===== src/rtl/lane_block_tracker.sv =====
// Falling-block tracker for one piano lane: spawns blocks on qualifying beats,
// advances them at a level-dependent speed, and scores hits and misses.
module lane_block_tracker #(
  parameter int unsigned NUM_SLOTS = 4,
  parameter int unsigned H_W       = 10,
  parameter int unsigned BEAT_W    = 7,
  parameter int unsigned TOP       = 120,
  parameter int unsigned BOTTOM    = 720,
  parameter int unsigned HIT_LO    = 600,
  parameter int unsigned HIT_HI    = 680
) (
  input  logic                     clk,
  input  logic                     rst,
  input  logic                     restart,
  input  logic                     stop_or_endgame,
  input  logic [1:0]               level,
  input  logic [BEAT_W-1:0]        beat_cnt,
  input  logic                     spawn_req,
  input  logic                     key_press,
  output logic [NUM_SLOTS*H_W-1:0] block_h,
  output logic [NUM_SLOTS-1:0]     block_valid,
  output logic                     hit_pulse,
  output logic                     miss_pulse,
  output logic                     overflow_pulse
);

  localparam int unsigned SUM_W = H_W + 1;

  localparam logic [H_W-1:0]   TOP_H    = H_W'(TOP);
  localparam logic [H_W-1:0]   BOTTOM_H = H_W'(BOTTOM);
  localparam logic [H_W-1:0]   HIT_LO_H = H_W'(HIT_LO);
  localparam logic [H_W-1:0]   HIT_HI_H = H_W'(HIT_HI);
  localparam logic [SUM_W-1:0] BOTTOM_S = SUM_W'(BOTTOM);

  logic [H_W-1:0]    h_q [NUM_SLOTS];
  logic [H_W-1:0]    h_d [NUM_SLOTS];
  logic [NUM_SLOTS-1:0] valid_q, valid_d;
  logic [BEAT_W-1:0] pre_beat_q, pre_beat_d;
  logic              hit_pulse_q, hit_pulse_d;
  logic              miss_pulse_q, miss_pulse_d;
  logic              overflow_pulse_q, overflow_pulse_d;

  logic                 beat_add;
  logic [SUM_W-1:0]     step;
  logic [SUM_W-1:0]     sum;
  logic                 hit_found;
  logic [H_W-1:0]       best_h;
  logic [NUM_SLOTS-1:0] hit_sel;
  logic                 spawn_done;

  assign beat_add = (beat_cnt > pre_beat_q);
  assign step     = SUM_W'(level) + SUM_W'(1);

  always_comb begin
    for (int i = 0; i < int'(NUM_SLOTS); i++) begin
      h_d[i] = h_q[i];
    end
    valid_d          = valid_q;
    pre_beat_d       = beat_cnt;
    hit_pulse_d      = 1'b0;
    miss_pulse_d     = 1'b0;
    overflow_pulse_d = 1'b0;
    sum              = '0;
    hit_found        = 1'b0;
    best_h           = '0;
    hit_sel          = '0;
    spawn_done       = 1'b0;

    if (restart) begin
      for (int i = 0; i < int'(NUM_SLOTS); i++) begin
        h_d[i] = BOTTOM_H;
      end
      valid_d    = '0;
      pre_beat_d = '0;
    end else if (!stop_or_endgame) begin
      // Hit: lowest block in the window wins; strict compare keeps ties at the lowest index
      if (key_press) begin
        for (int i = 0; i < int'(NUM_SLOTS); i++) begin
          if (valid_q[i] && (h_q[i] >= HIT_LO_H) && (h_q[i] <= HIT_HI_H) &&
              (!hit_found || (h_q[i] > best_h))) begin
            hit_found  = 1'b1;
            best_h     = h_q[i];
            hit_sel    = '0;
            hit_sel[i] = 1'b1;
          end
        end
      end
      hit_pulse_d = hit_found;

      for (int i = 0; i < int'(NUM_SLOTS); i++) begin
        if (valid_q[i]) begin
          if (hit_sel[i]) begin
            valid_d[i] = 1'b0;
            h_d[i]     = BOTTOM_H;
          end else begin
            sum = {1'b0, h_q[i]} + step;
            if (sum >= BOTTOM_S) begin
              valid_d[i]   = 1'b0;
              h_d[i]       = BOTTOM_H;
              miss_pulse_d = 1'b1;
            end else begin
              h_d[i] = sum[H_W-1:0];
            end
          end
        end
      end

      // Spawn only into slots that were already free before this edge
      if (beat_add && spawn_req) begin
        for (int i = 0; i < int'(NUM_SLOTS); i++) begin
          if (!valid_q[i] && !spawn_done) begin
            spawn_done = 1'b1;
            valid_d[i] = 1'b1;
            h_d[i]     = TOP_H;
          end
        end
        overflow_pulse_d = !spawn_done;
      end
    end
  end

  always_ff @(posedge clk or posedge rst) begin
    if (rst) begin
      for (int i = 0; i < int'(NUM_SLOTS); i++) begin
        h_q[i] <= BOTTOM_H;
      end
      valid_q          <= '0;
      pre_beat_q       <= '0;
      hit_pulse_q      <= 1'b0;
      miss_pulse_q     <= 1'b0;
      overflow_pulse_q <= 1'b0;
    end else begin
      for (int i = 0; i < int'(NUM_SLOTS); i++) begin
        h_q[i] <= h_d[i];
      end
      valid_q          <= valid_d;
      pre_beat_q       <= pre_beat_d;
      hit_pulse_q      <= hit_pulse_d;
      miss_pulse_q     <= miss_pulse_d;
      overflow_pulse_q <= overflow_pulse_d;
    end
  end

  for (genvar g = 0; g < int'(NUM_SLOTS); g++) begin : g_pack
    assign block_h[g*H_W +: H_W] = h_q[g];
  end

  assign block_valid    = valid_q;
  assign hit_pulse      = hit_pulse_q;
  assign miss_pulse     = miss_pulse_q;
  assign overflow_pulse = overflow_pulse_q;

endmodule

===== config.mk =====
export PLATFORM = sky130hd
export DESIGN_NAME = lane_block_tracker
export DESIGN_NICKNAME = d
export VERILOG_FILES = /design/src/rtl/lane_block_tracker.sv
export SDC_FILE = /design/constraint.sdc
export NUM_CORES = 1
export LEC_CHECK = 0
export ABC_AREA = 0
export CORE_MARGIN = 1.5
export CORE_UTILIZATION = 62
export CTS_CLUSTER_SIZE = 20
export DETAILED_ROUTE_END_ITERATION = 12
export PLACE_DENSITY = 0.89
export SLEW_MARGIN = 20
export SYNTH_ARGS = -nofsm -noshare
export SYNTH_HDL_FRONTEND = slang
export SYNTH_SLANG_ARGS = --single-unit

===== constraint.sdc =====
create_clock -name clk -period 17.8 [get_ports clk]
set_input_delay 1.78 -clock clk [delete_from_list [all_inputs] [get_ports clk]]
set_output_delay 1.78 -clock clk [all_outputs]
set_load 0.05 [all_outputs]

; ---- Yosys cells after proc, flatten, opt, wreduce, memory -nomap -nowiden
; Cells that the tools add are included.
[classes]
n_addsub = 5
mul = 0
n_div = 0
magnitude_cmp = 16
eq_ne = 1
shift = 0
mux = 107
bitwise = 0
reduce_logical = 28
[ops]
columns = cell, count
row1 = 10-bit 2-to-1 mux, 28
row2 = 40-bit 2-to-1 mux, 3
row3 = 1-bit 2-to-1 mux, 66
row4 = 10-bit by 3-bit adder with 11-bit output, 4
row5 = "11-bit by 10-bit greater-or-equal comparator with 1-bit output, second input constant", 4
row6 = "10-bit greater-or-equal comparator, second input constant", 4
row7 = "10-bit less-or-equal comparator, second input constant", 4
row8 = 4-bit 2-to-1 mux, 9
row9 = 10-bit > comparator, 3
row10 = 1-bit logical AND, 15
row11 = 1-bit zero test, 10
row12 = 7-bit > comparator, 1
row13 = 7-bit 2-to-1 mux, 1
row14 = "2-bit by 1-bit adder with 3-bit output, second input constant", 1
row15 = 1-bit logical OR, 3
row16 = "2-bit != test, second input constant", 1
[word_totals]
register_bits = 54
latch_bits = 0
ramBits = 0
rom_bits = 0
output_inout_bits = 47
n_memories = 0

; ---- Logic depth before layout (Yosys ltp)
; Gate-level depths: netlist of the first run.
[logic_depth]
depth_word = 41
ltp_mapped = 31
ltp_nobuf = 28

; ---- Least setup slack after synthesis of the first run
; OpenSTA, ideal clock, no wires.
[synth_path]
path_kind = register -> register
startpoint = register h_q (netlist bit block_h[3])
endpoint = register h_q (netlist bit block_h[6])
arrival_ns = 7.288
required_time_ns = 17.711
path_slack_ns = 10.422
stages_incl_launch_ff = 30
n_path_buf = 4
synth_period_minus_slack_ns = 7.378
path_cell_list = dfrtp_1 buf_2 nand4b_1 nor4_2 o2111a_2 clkbuf_1 nand2_1 ha_1 a21oi_1 a211oi_1 nor3_1 a21o_1 a21oi_2 mux2_2 ha_1 a211oi_1 nor2_1 o41a_1 o21ai_2 clkbuf_1 o21ai_0 ha_1 a21oi_1 o21ai_1 a2111oi_0 o31ai_1 o31a_1 buf_6 nor3b_4 a311oi_2
[synth_via]
elab_chain_len = 34
word_cells_on_any_way = 56
[synth_lines]
columns = element, line
row1 = "start, declared", 35  ; logic [H_W-1:0] h_q [NUM_SLOTS];
row2 = "start signal, assigned by index", 134  ; h_q[i] <= h_d[i];
row3 = 10-bit greater-or-equal comparator, 79  ; if (valid_q[i] && (h_q[i] >= HIT_LO_H) && (h_q[i] <= HIT_HI_H) &&
row4 = 1-bit logical AND (2 in a row), 79
row5 = 10-bit 2-to-1 mux / 1-bit 2-to-1 mux (equally long branches), 79
row6 = 10-bit 2-to-1 mux / 1-bit 2-to-1 mux (equally long branches), 77  ; if (key_press) begin
row7 = 10-bit 2-to-1 mux / 1-bit 2-to-1 mux (equally long branches), 75  ; end else if (!stop_or_endgame) begin
row8 = 10-bit 2-to-1 mux / 1-bit 2-to-1 mux (equally long branches), 69  ; if (restart) begin
row9 = 10-bit > comparator / 1-bit zero test (equally long branches), 80  ; (!hit_found || (h_q[i] > best_h))) begin
row10 = 1-bit logical OR, 80
row11 = [... 17 more ...], n/a
row12 = 4-bit 2-to-1 mux, 75
row13 = 4-bit 2-to-1 mux, 69
row14 = 10-bit 2-to-1 mux (*), 92  ; if (hit_sel[i]) begin
row15 = 10-bit 2-to-1 mux (*), 91  ; if (valid_q[i]) begin
row16 = 10-bit 2-to-1 mux, 111  ; if (!valid_q[i] && !spawn_done) begin
row17 = 40-bit 2-to-1 mux (*), 109  ; if (beat_add && spawn_req) begin
row18 = 40-bit 2-to-1 mux (*), 75
row19 = 40-bit 2-to-1 mux (*), 69
; Mark *: on every way between the ends. The rest lies on a longest branch, timed or not. The select of a mux whose other input is x is not followed.
; A chain may end at the register's enable or synchronous reset.

; ---- Worst setup path in the final report of the first run
[layout_path]
startpoint = register h_q (netlist bit block_h[1])
endpoint = register miss_pulse_q (netlist: miss_pulse)
[layout_via]
elab_chain_len = 41
word_cells_on_any_way = 63
[layout_lines]
columns = element, line
row1 = 10-bit greater-or-equal comparator, 79
row2 = 1-bit logical AND (2 in a row), 79
row3 = 10-bit 2-to-1 mux / 1-bit 2-to-1 mux (equally long branches), 79
row4 = 10-bit 2-to-1 mux / 1-bit 2-to-1 mux (equally long branches), 77
row5 = 10-bit 2-to-1 mux / 1-bit 2-to-1 mux (equally long branches), 75
row6 = 10-bit 2-to-1 mux / 1-bit 2-to-1 mux (equally long branches), 69
row7 = 10-bit > comparator / 1-bit zero test (equally long branches), 80
row8 = 1-bit logical OR, 80
row9 = [... 25 more ...], n/a
row10 = 1-bit 2-to-1 mux, 92
row11 = 1-bit 2-to-1 mux, 91
row12 = 1-bit 2-to-1 mux, 97  ; if (sum >= BOTTOM_S) begin
row13 = 1-bit 2-to-1 mux, 92
row14 = 1-bit 2-to-1 mux (*), 91
row15 = 1-bit 2-to-1 mux (*), 75
row16 = 1-bit 2-to-1 mux (*), 69
row17 = net miss_pulse_d, 40  ; logic miss_pulse_q, miss_pulse_d;
row18 = "end signal, assigned", 139  ; miss_pulse_q <= miss_pulse_d;
row19 = "end, declared", 40
; The timed path passes the listed nets; every way through them passes the cells marked *. The select of a mux whose other input is x is not followed.

==> results of run 1 <==
-- final timing paths --
kind	startpoint	slack (ns)	end	cells past startpoint
min	block_h[34]$_DFFE_PP1P_	0.57	block_h[34]$_DFFE_PP1P_	2
min in group asynchronous	rst	1.96	pre_beat_q[0]$_DFF_PP0_	3
max reg2reg	block_h[1]$_DFFE_PP0P_	9.87	miss_pulse$_DFF_PP0_	26
max in group asynchronous	rst	15.37	block_h[13]$_DFFE_PP0P_	3
max	block_h[1]$_DFFE_PP0P_	9.87	miss_pulse$_DFF_PP0_	26
min reg2reg	block_h[34]$_DFFE_PP1P_	0.57	block_h[34]$_DFFE_PP1P_	2
-- layout make-up --
| type | count | area (um^2) |
|---|---|---|
| clock buffers | 6 | 82.6 |
| clock inverters | 2 | 12.5 |
| fillers | 586 | 2020 |
| inverters | 45 | 169 |
| multi-input cells | 488 | 3400 |
| flip-flops and latches | 54 | 1370 |
| well taps | 102 | 128 |
| repair buffers | 63 | 626 |
-- state kept, by name, summed over array words and instances (netlist names) --
register,flops
block_h,40
block_valid,4
miss_pulse,1
hit_pulse,1
overflow_pulse,1
pre_beat_q,7
-- logic make-up after synthesis --
family          Yosys count
compound gates          182
xor+xnor                 10
fa+ha+maj                54
buf+inv                  74
flops                    54
mux                      16
other cells               1
simple gates            223
-- synthesized netlist by cell type, drive strengths merged, types with 3 or more instances --
library cell	n
nand3	23
a311oi	3
clkbuf	22
and4	3
a22o	12
and3	6
o31a	4
nand2	54
mux2i	5
nand2b	5
xor2	3
or3	3
nor2b	13
o311a	3
dfstp	16
o21bai	3
a21oi	44
a31oi	6
nand3b	3
nor3b	3
or2	4
inv	45
o211ai	7
o311ai	3
dfrtp	38
a2111oi	3
buf	7
o21a	10
fa	4
mux2	11
nor4	3
a211oi	8
xnor2	7
nor2	53
nor3	23
a21o	9
o21ai	35
a32o	6
and2	6
a21boi	3
nand4	13
ha	50
-- metrics by stage --
stage | setup WS, ns | total power (W) | hold slack, ns
floorplan | 10.42 | 0.000168 | 0.645
global placement | 10.39 | 0.000183 | 0.544
detailed placement | 10.08 | 0.000185 | 0.542
CTS | 10.06 | 0.000260 | 0.564
global route | 9.53 | 0.000271 | 0.591
finish | 9.87 | 0.000261 | 0.568
-- metal layers --
metal	vias to the layer above	GRT usage
met5	-	0
li1	2351	-
met3	58	0.0618
met4	0	0.160
met1	2407	0.458
met2	279	0.564
-- power breakdown --
group          internal (W)  leakage (nW)  switching (W)
Sequential         0.000126         0.689     0.00000483
Combinational     0.0000192          1.73      0.0000336
Clock             0.0000315        0.0472      0.0000464
Total              0.000177          2.47      0.0000848
-- worst min-delay path: cells and delay by family, from the launching register on --
| kind | cells | cell delay [ns] |
|---|---|---|
| compound gates | 1 | 0.06 |
| buf+inv | 1 | 0.07 |
| flops | 1 | 0.45 |
==> flow_summary_export.csv, run 1 <==
group,metric,value,unit
detailed_routing,wl_per_cell,19.4,um
worst_setup_path,worstPathRequired,18.02,ns
timing,post-route-period-util,0.446,
synth,synth_compound_area_frac,0.254,
detailed_routing,met1Wirelength,5990,um
worst_setup_path,crit_slowest_cell,"a2111oi_0",
final_layout,finalInstanceArea,0.00579,mm^2
synth,ys.flop_type,"dfrtp_1",
synth,syn_avg_cell_area,8.25,um^2
detailed_routing,wl,14700,um
min_path,hold_path.class,"flop to flop",
detailed_routing,top_layer_used,"met4",
global_routing,antenna_found_initial,0,
worst_setup_path,cp-start-kind,"flop",
floorplan,pin_count,62,
global_routing,grt_first_pass_wirelength,24200,um
floorplan,die_x,93.4,um
synth,yosysWarnings,0,
timing,fmax,0.126,GHz
detailed_routing,drtIter0Drc,438,
clocking,htree_levels,2,
global_routing,grt.total_usage,0.351,
global_routing,gr-total-overflow,0,
synth,synth_cells,614,
worst_setup_path,endpoint_kind,"flop",
synth,synth.distinct_cells,81,
clocking,clk_path_buf_depth,2,
clocking,clock_sinks,54,
worst_setup_path,crit_family,"compound AO/OA/AOI/OAI gates",
final_layout,final_cell_mix,"clkdlybuf4s50_1 (61), nand2_1 (54), nor2_1 (52)",
final_layout,diodes,0,
timing,layout_min_cycle_time,7.93,ns
synth,synthTopCellsByArea,"dfrtp_1 (19%), ha_1 (12%), dfstp_2 (8.3%)",
clocking,post_cts_resize_count,0,
floorplan,rows,32,
detailed_routing,via_per_inst,6.70,
clocking,cts_tree,"built",
timing,slew_headroom,0.332,
synth,synth_top_family_by_area,"compound AO/OA/AOI/OAI gates",
placed_design,postPlaceCellArea,0.00569,mm^2
synth,synth_edf_count,0,
placed_design,placed_cells,752,
floorplan,start_util,0.649,
timing,final-max-slew-violation-count,0,
clocking,cts_hold_buffers,0,
global_routing,grt_pass1_vias,4909,
worst_setup_path,crit_fanout,17,
placed_design,port_buffers,61,
synth,synth_fa_ha_area_frac,0.139,
timing,finClkSkew,0.00690,ns
clocking,clkTransAtPathRegs,0.11,ns
global_routing,grt_max_degree,55,
pwr,ir_drop,0.0305,mV
detailed_routing,wl_met2,6930,um
detailed_routing,dr_wl_met3,1210,um
synth,yosys.area_share.simple,0.224,
detailed_routing,ant_nets,0,
detailed_routing,vias,5095,
outcome,status,"finished clean",
timing,finalSetupViolCount,0,
clocking,cts-root-buf,"clkbuf_8",
final_layout,utilization,0.741,
clocking,numCtsBuffers,5,
detailed_routing,drc_errors,0,
pwr,power_density,45.2,mW/mm^2
placed_design,finalWeightedCongestion,0.959,
synth,synth_top_area_frac,0.188,
worst_setup_path,worst-path-buf-inv,0,
detailed_routing,drt-pass1-iter-count,5,
clocking,post_cts_buffers,0,
timing,fin_tns_setup,0,ns
worst_setup_path,crit_path_max_incr_delay,0.80,ns
timing,finalHoldViolations,0,
worst_setup_path,critPathKind,"flop to flop",
clocking,clk_latency,0.32,ns
worst_setup_path,cp_data_arrival_time,8.15,ns
floorplan,dieArea,0.00872,mm^2
floorplan,die_y,93.4,um
synth,synthArstFlopShare,1.00,
final_layout,drive_gt1_frac,0.0821,
job,drv_cap,0,
final_layout,nets,726,
pwr,p_leak,2.47,nW
synth,synthMuxAreaShare,0.0343,
placed_design,place.detailed.hpwl,10900,um
synth,syn_area,0.00506,mm^2
synth,yosys.area.top_type,"dfrtp_1",
synth,synth-xor-area-share,0.0173,
final_layout,syn_to_final_growth,14.3,%
synth,ys_ff_latch,54,
synth,synth-seq-area-share,0.271,
timing,tightestPinTransition,1.00,ns
timing,rsz0062_at_grt,"no",
final_layout,layout.cells.non_filler,760,
floorplan,core,0.00781,mm^2
final_layout,final_common_cell,"clkdlybuf4s50_1",
Note: power is estimated with default switching activity, not from simulation.
==> inputs of run 2 (changes only) <==
--- a/config.mk
+++ b/config.mk
@@ -7,10 +7,10 @@
 export LEC_CHECK = 0
 export ABC_AREA = 0
 export CORE_MARGIN = 1.5
-export CORE_UTILIZATION = 62
+export CORE_UTILIZATION = 57
 export CTS_CLUSTER_SIZE = 20
 export DETAILED_ROUTE_END_ITERATION = 12
-export PLACE_DENSITY = 0.89
+export PLACE_DENSITY = 0.82
 export SLEW_MARGIN = 20
 export SYNTH_ARGS = -nofsm -noshare
 export SYNTH_HDL_FRONTEND = slang
==> constraint.sdc (replaced) <==
create_clock -name clk -period 7.7 [get_ports clk]
set_input_delay 0.77 -clock clk [delete_from_list [all_inputs] [get_ports clk]]
set_output_delay 0.77 -clock clk [all_outputs]
set_load 0.05 [all_outputs]
==> flow_summary_export.csv, run 2 (synthesized netlist as in run 1, its figures left out) <==
group,metric,value,unit
outcome,status,"finished clean",
global_routing,grt.total_usage,0.306,
timing,slew_headroom,0.333,
floorplan,pin_count,62,
clocking,cts_hold_buffers,0,
pwr,ir_drop,0.0758,mV
floorplan,start_util,0.584,
min_path,hold_path.class,"flop to flop",
worst_setup_path,crit_path_max_incr_delay,0.65,ns
worst_setup_path,endpoint_kind,"flop",
global_routing,grt_pass1_vias,4893,
timing,finalSetupViolCount,0,
timing,tightestPinTransition,0.997,ns
clocking,clkTransAtPathRegs,0.11,ns
final_layout,utilization,0.673,
pwr,p_leak,2.49,nW
global_routing,grt_max_degree,55,
floorplan,die_x,97.3,um
floorplan,core,0.00868,mm^2
timing,finalHoldViolations,0,
final_layout,finalInstanceArea,0.00584,mm^2
floorplan,die_y,97.3,um
detailed_routing,vias,5016,
min_path,hold_path_end,"block_h[34]$_DFFE_PP1P_",
clocking,clk_latency,0.32,ns
worst_setup_path,rrSetupSlack,0.40,ns
final_layout,diodes,0,
placed_design,place.detailed.hpwl,10700,um
global_routing,gr-total-overflow,0,
clocking,cts_tree,"built",
floorplan,rows,34,
detailed_routing,drc_errors,0,
timing,post-route-period-util,0.948,
min_path,hp-start,"block_h[34]$_DFFE_PP1P_",
global_routing,use_met3,0.0460,
timing,final-max-slew-violation-count,0,
clocking,numCtsBuffers,5,
worst_setup_path,crit_fanout,17,
worst_setup_path,cp_data_arrival_time,7.52,ns
placed_design,port_buffers,61,
final_layout,syn_to_final_growth,15.3,%
detailed_routing,drtIter0Drc,331,
final_layout,nets,728,
global_routing,busiest_layer,"met2",
placed_design,finalWeightedCongestion,0.966,
worst_setup_path,critPathKind,"flop to flop",
worst_setup_path,worstPathRequired,7.92,ns
global_routing,gr-usage-met2,0.497,
job,drv_cap,0,
timing,finClkSkew,0.0106,ns
detailed_routing,via_per_inst,6.53,
clocking,clock_sinks,54,
placed_design,postPlaceCellArea,0.00571,mm^2
detailed_routing,drt-pass1-iter-count,5,
detailed_routing,wl,14600,um
timing,fmax,0.137,GHz
clocking,clk_path_buf_depth,2,
worst_setup_path,crit_slowest_cell,"dfstp_2",
detailed_routing,ant_nets,0,
clocking,cts-root-buf,"clkbuf_8",
worst_setup_path,rr_endpoint,"miss_pulse$_DFF_PP0_",
final_layout,final_cell_mix,"clkdlybuf4s50_1 (61), nand2_1 (54), nor2_1 (52)",
timing,layout_min_cycle_time,7.30,ns
global_routing,grt_first_pass_wirelength,23700,um
detailed_routing,wl_per_cell,19.0,um
worst_setup_path,rr_worst_depth,28,
global_routing,grtUsageMet1,0.416,
clocking,htree_levels,2,
worst_setup_path,worstReg2RegStart,"block_h[7]$_DFFE_PP1P_",
pwr,power_density,107,mW/mm^2
worst_setup_path,cp-start-kind,"flop",
final_layout,nFillCells,749,
worst_setup_path,crit_top_cell,"ha_1",
final_layout,drive_gt1_frac,0.0848,
min_path,whs_path_depth,2,
final_layout,final_common_cell,"clkdlybuf4s50_1",
final_layout,largest_reg_flops,40,
floorplan,dieArea,0.00946,mm^2
global_routing,antenna_found_initial,0,
[run 2: cell count changes in the layout (fill, tap and decap cells not counted), sizes merged]
cell      change
clkinv        +1
clkinvlp      -1
clkbuf        -1
buf           +2
bufinv        +1
[run 2: how the worst max path moves through the flow]
stage / cells past startpoint / endpoint / start / slack, ns
3_3_place_gp: 27 / block_h[6]$_DFFE_PP1P_ / block_h[1]$_DFFE_PP0P_ / 0.58
2_1_floorplan: 29 / block_h[6]$_DFFE_PP1P_ / block_h[3]$_DFFE_PP0P_ / 0.32
6_report: 28 / miss_pulse$_DFF_PP0_ / block_h[7]$_DFFE_PP1P_ / 0.40
4_1_cts: 27 / block_h[24]$_DFFE_PP1P_ / block_h[7]$_DFFE_PP1P_ / 0.27
3_5_place_dp: 27 / miss_pulse$_DFF_PP0_ / block_h[7]$_DFFE_PP1P_ / 0.31
5_1_grt: 29 / block_h[23]$_DFFE_PP0P_ / block_h[7]$_DFFE_PP1P_ / -0.0003
[run 2: metal layers]
metal  share of wire  vias to the layer above
li1                -                     2361
met1            0.43                     2389
met2            0.47                      233
met3           0.071                       33
met4           0.022                        0
met5               0                        -
[run 2: layout make-up]
cell class	count	area, um^2	share of cell area
well taps	108	135	0.0231
inverters	45	169	0.0289
clock inverters	3	40.0	0.00686
flip-flops and latches	54	1370	0.235
repair buffers	65	641	0.110
clock buffers	5	68.8	0.0118
multi-input cells	488	3410	0.585
[run 2: what timing repair did]
item                                    CTS  global route
setup buffers                             0             0
endpoints found under the setup margin    0            37
resized for setup                         0             3
[run 2: worst max-delay path, delay by kind of cell, from the launching register on]
kind / cells / cell delay [ns]
AOI/OAI and AO/OA: 16 / 4.04
adders and majority gates: 3 / 0.95
buffers and inverters: 1 / 0.21
DFF: 1 / 0.65
muxes: 1 / 0.37
and+or+nand+nor: 7 / 0.97
[run 2: metrics by stage]
stage | hold WS [ns] | setup TNS [ns] | worst slack (ns) | cells | power, W
3_5_place_dp | 0.552 | 0 | 0.308 | 760 | 0.000428
4_1_cts | 0.567 | 0 | 0.270 | 768 | 0.000624
2_1_floorplan | 0.645 | 0 | 0.322 | 616 | 0.000389
6_report | 0.560 | 0 | 0.398 | 768 | 0.000626
3_3_place_gp | 0.544 | 0 | 0.576 | 760 | 0.000424
5_1_grt | 0.584 | -0.000294 | -0.000294 | 768 | 0.000654
[run 2: report_power, final]
group	switching, W	internal, W	total (W)
sequential	0.0000104	0.000291	0.000302
combinational	0.0000784	0.0000449	0.000123
clock	0.000105	0.0000961	0.000201
total	0.000194	0.000432	0.000626
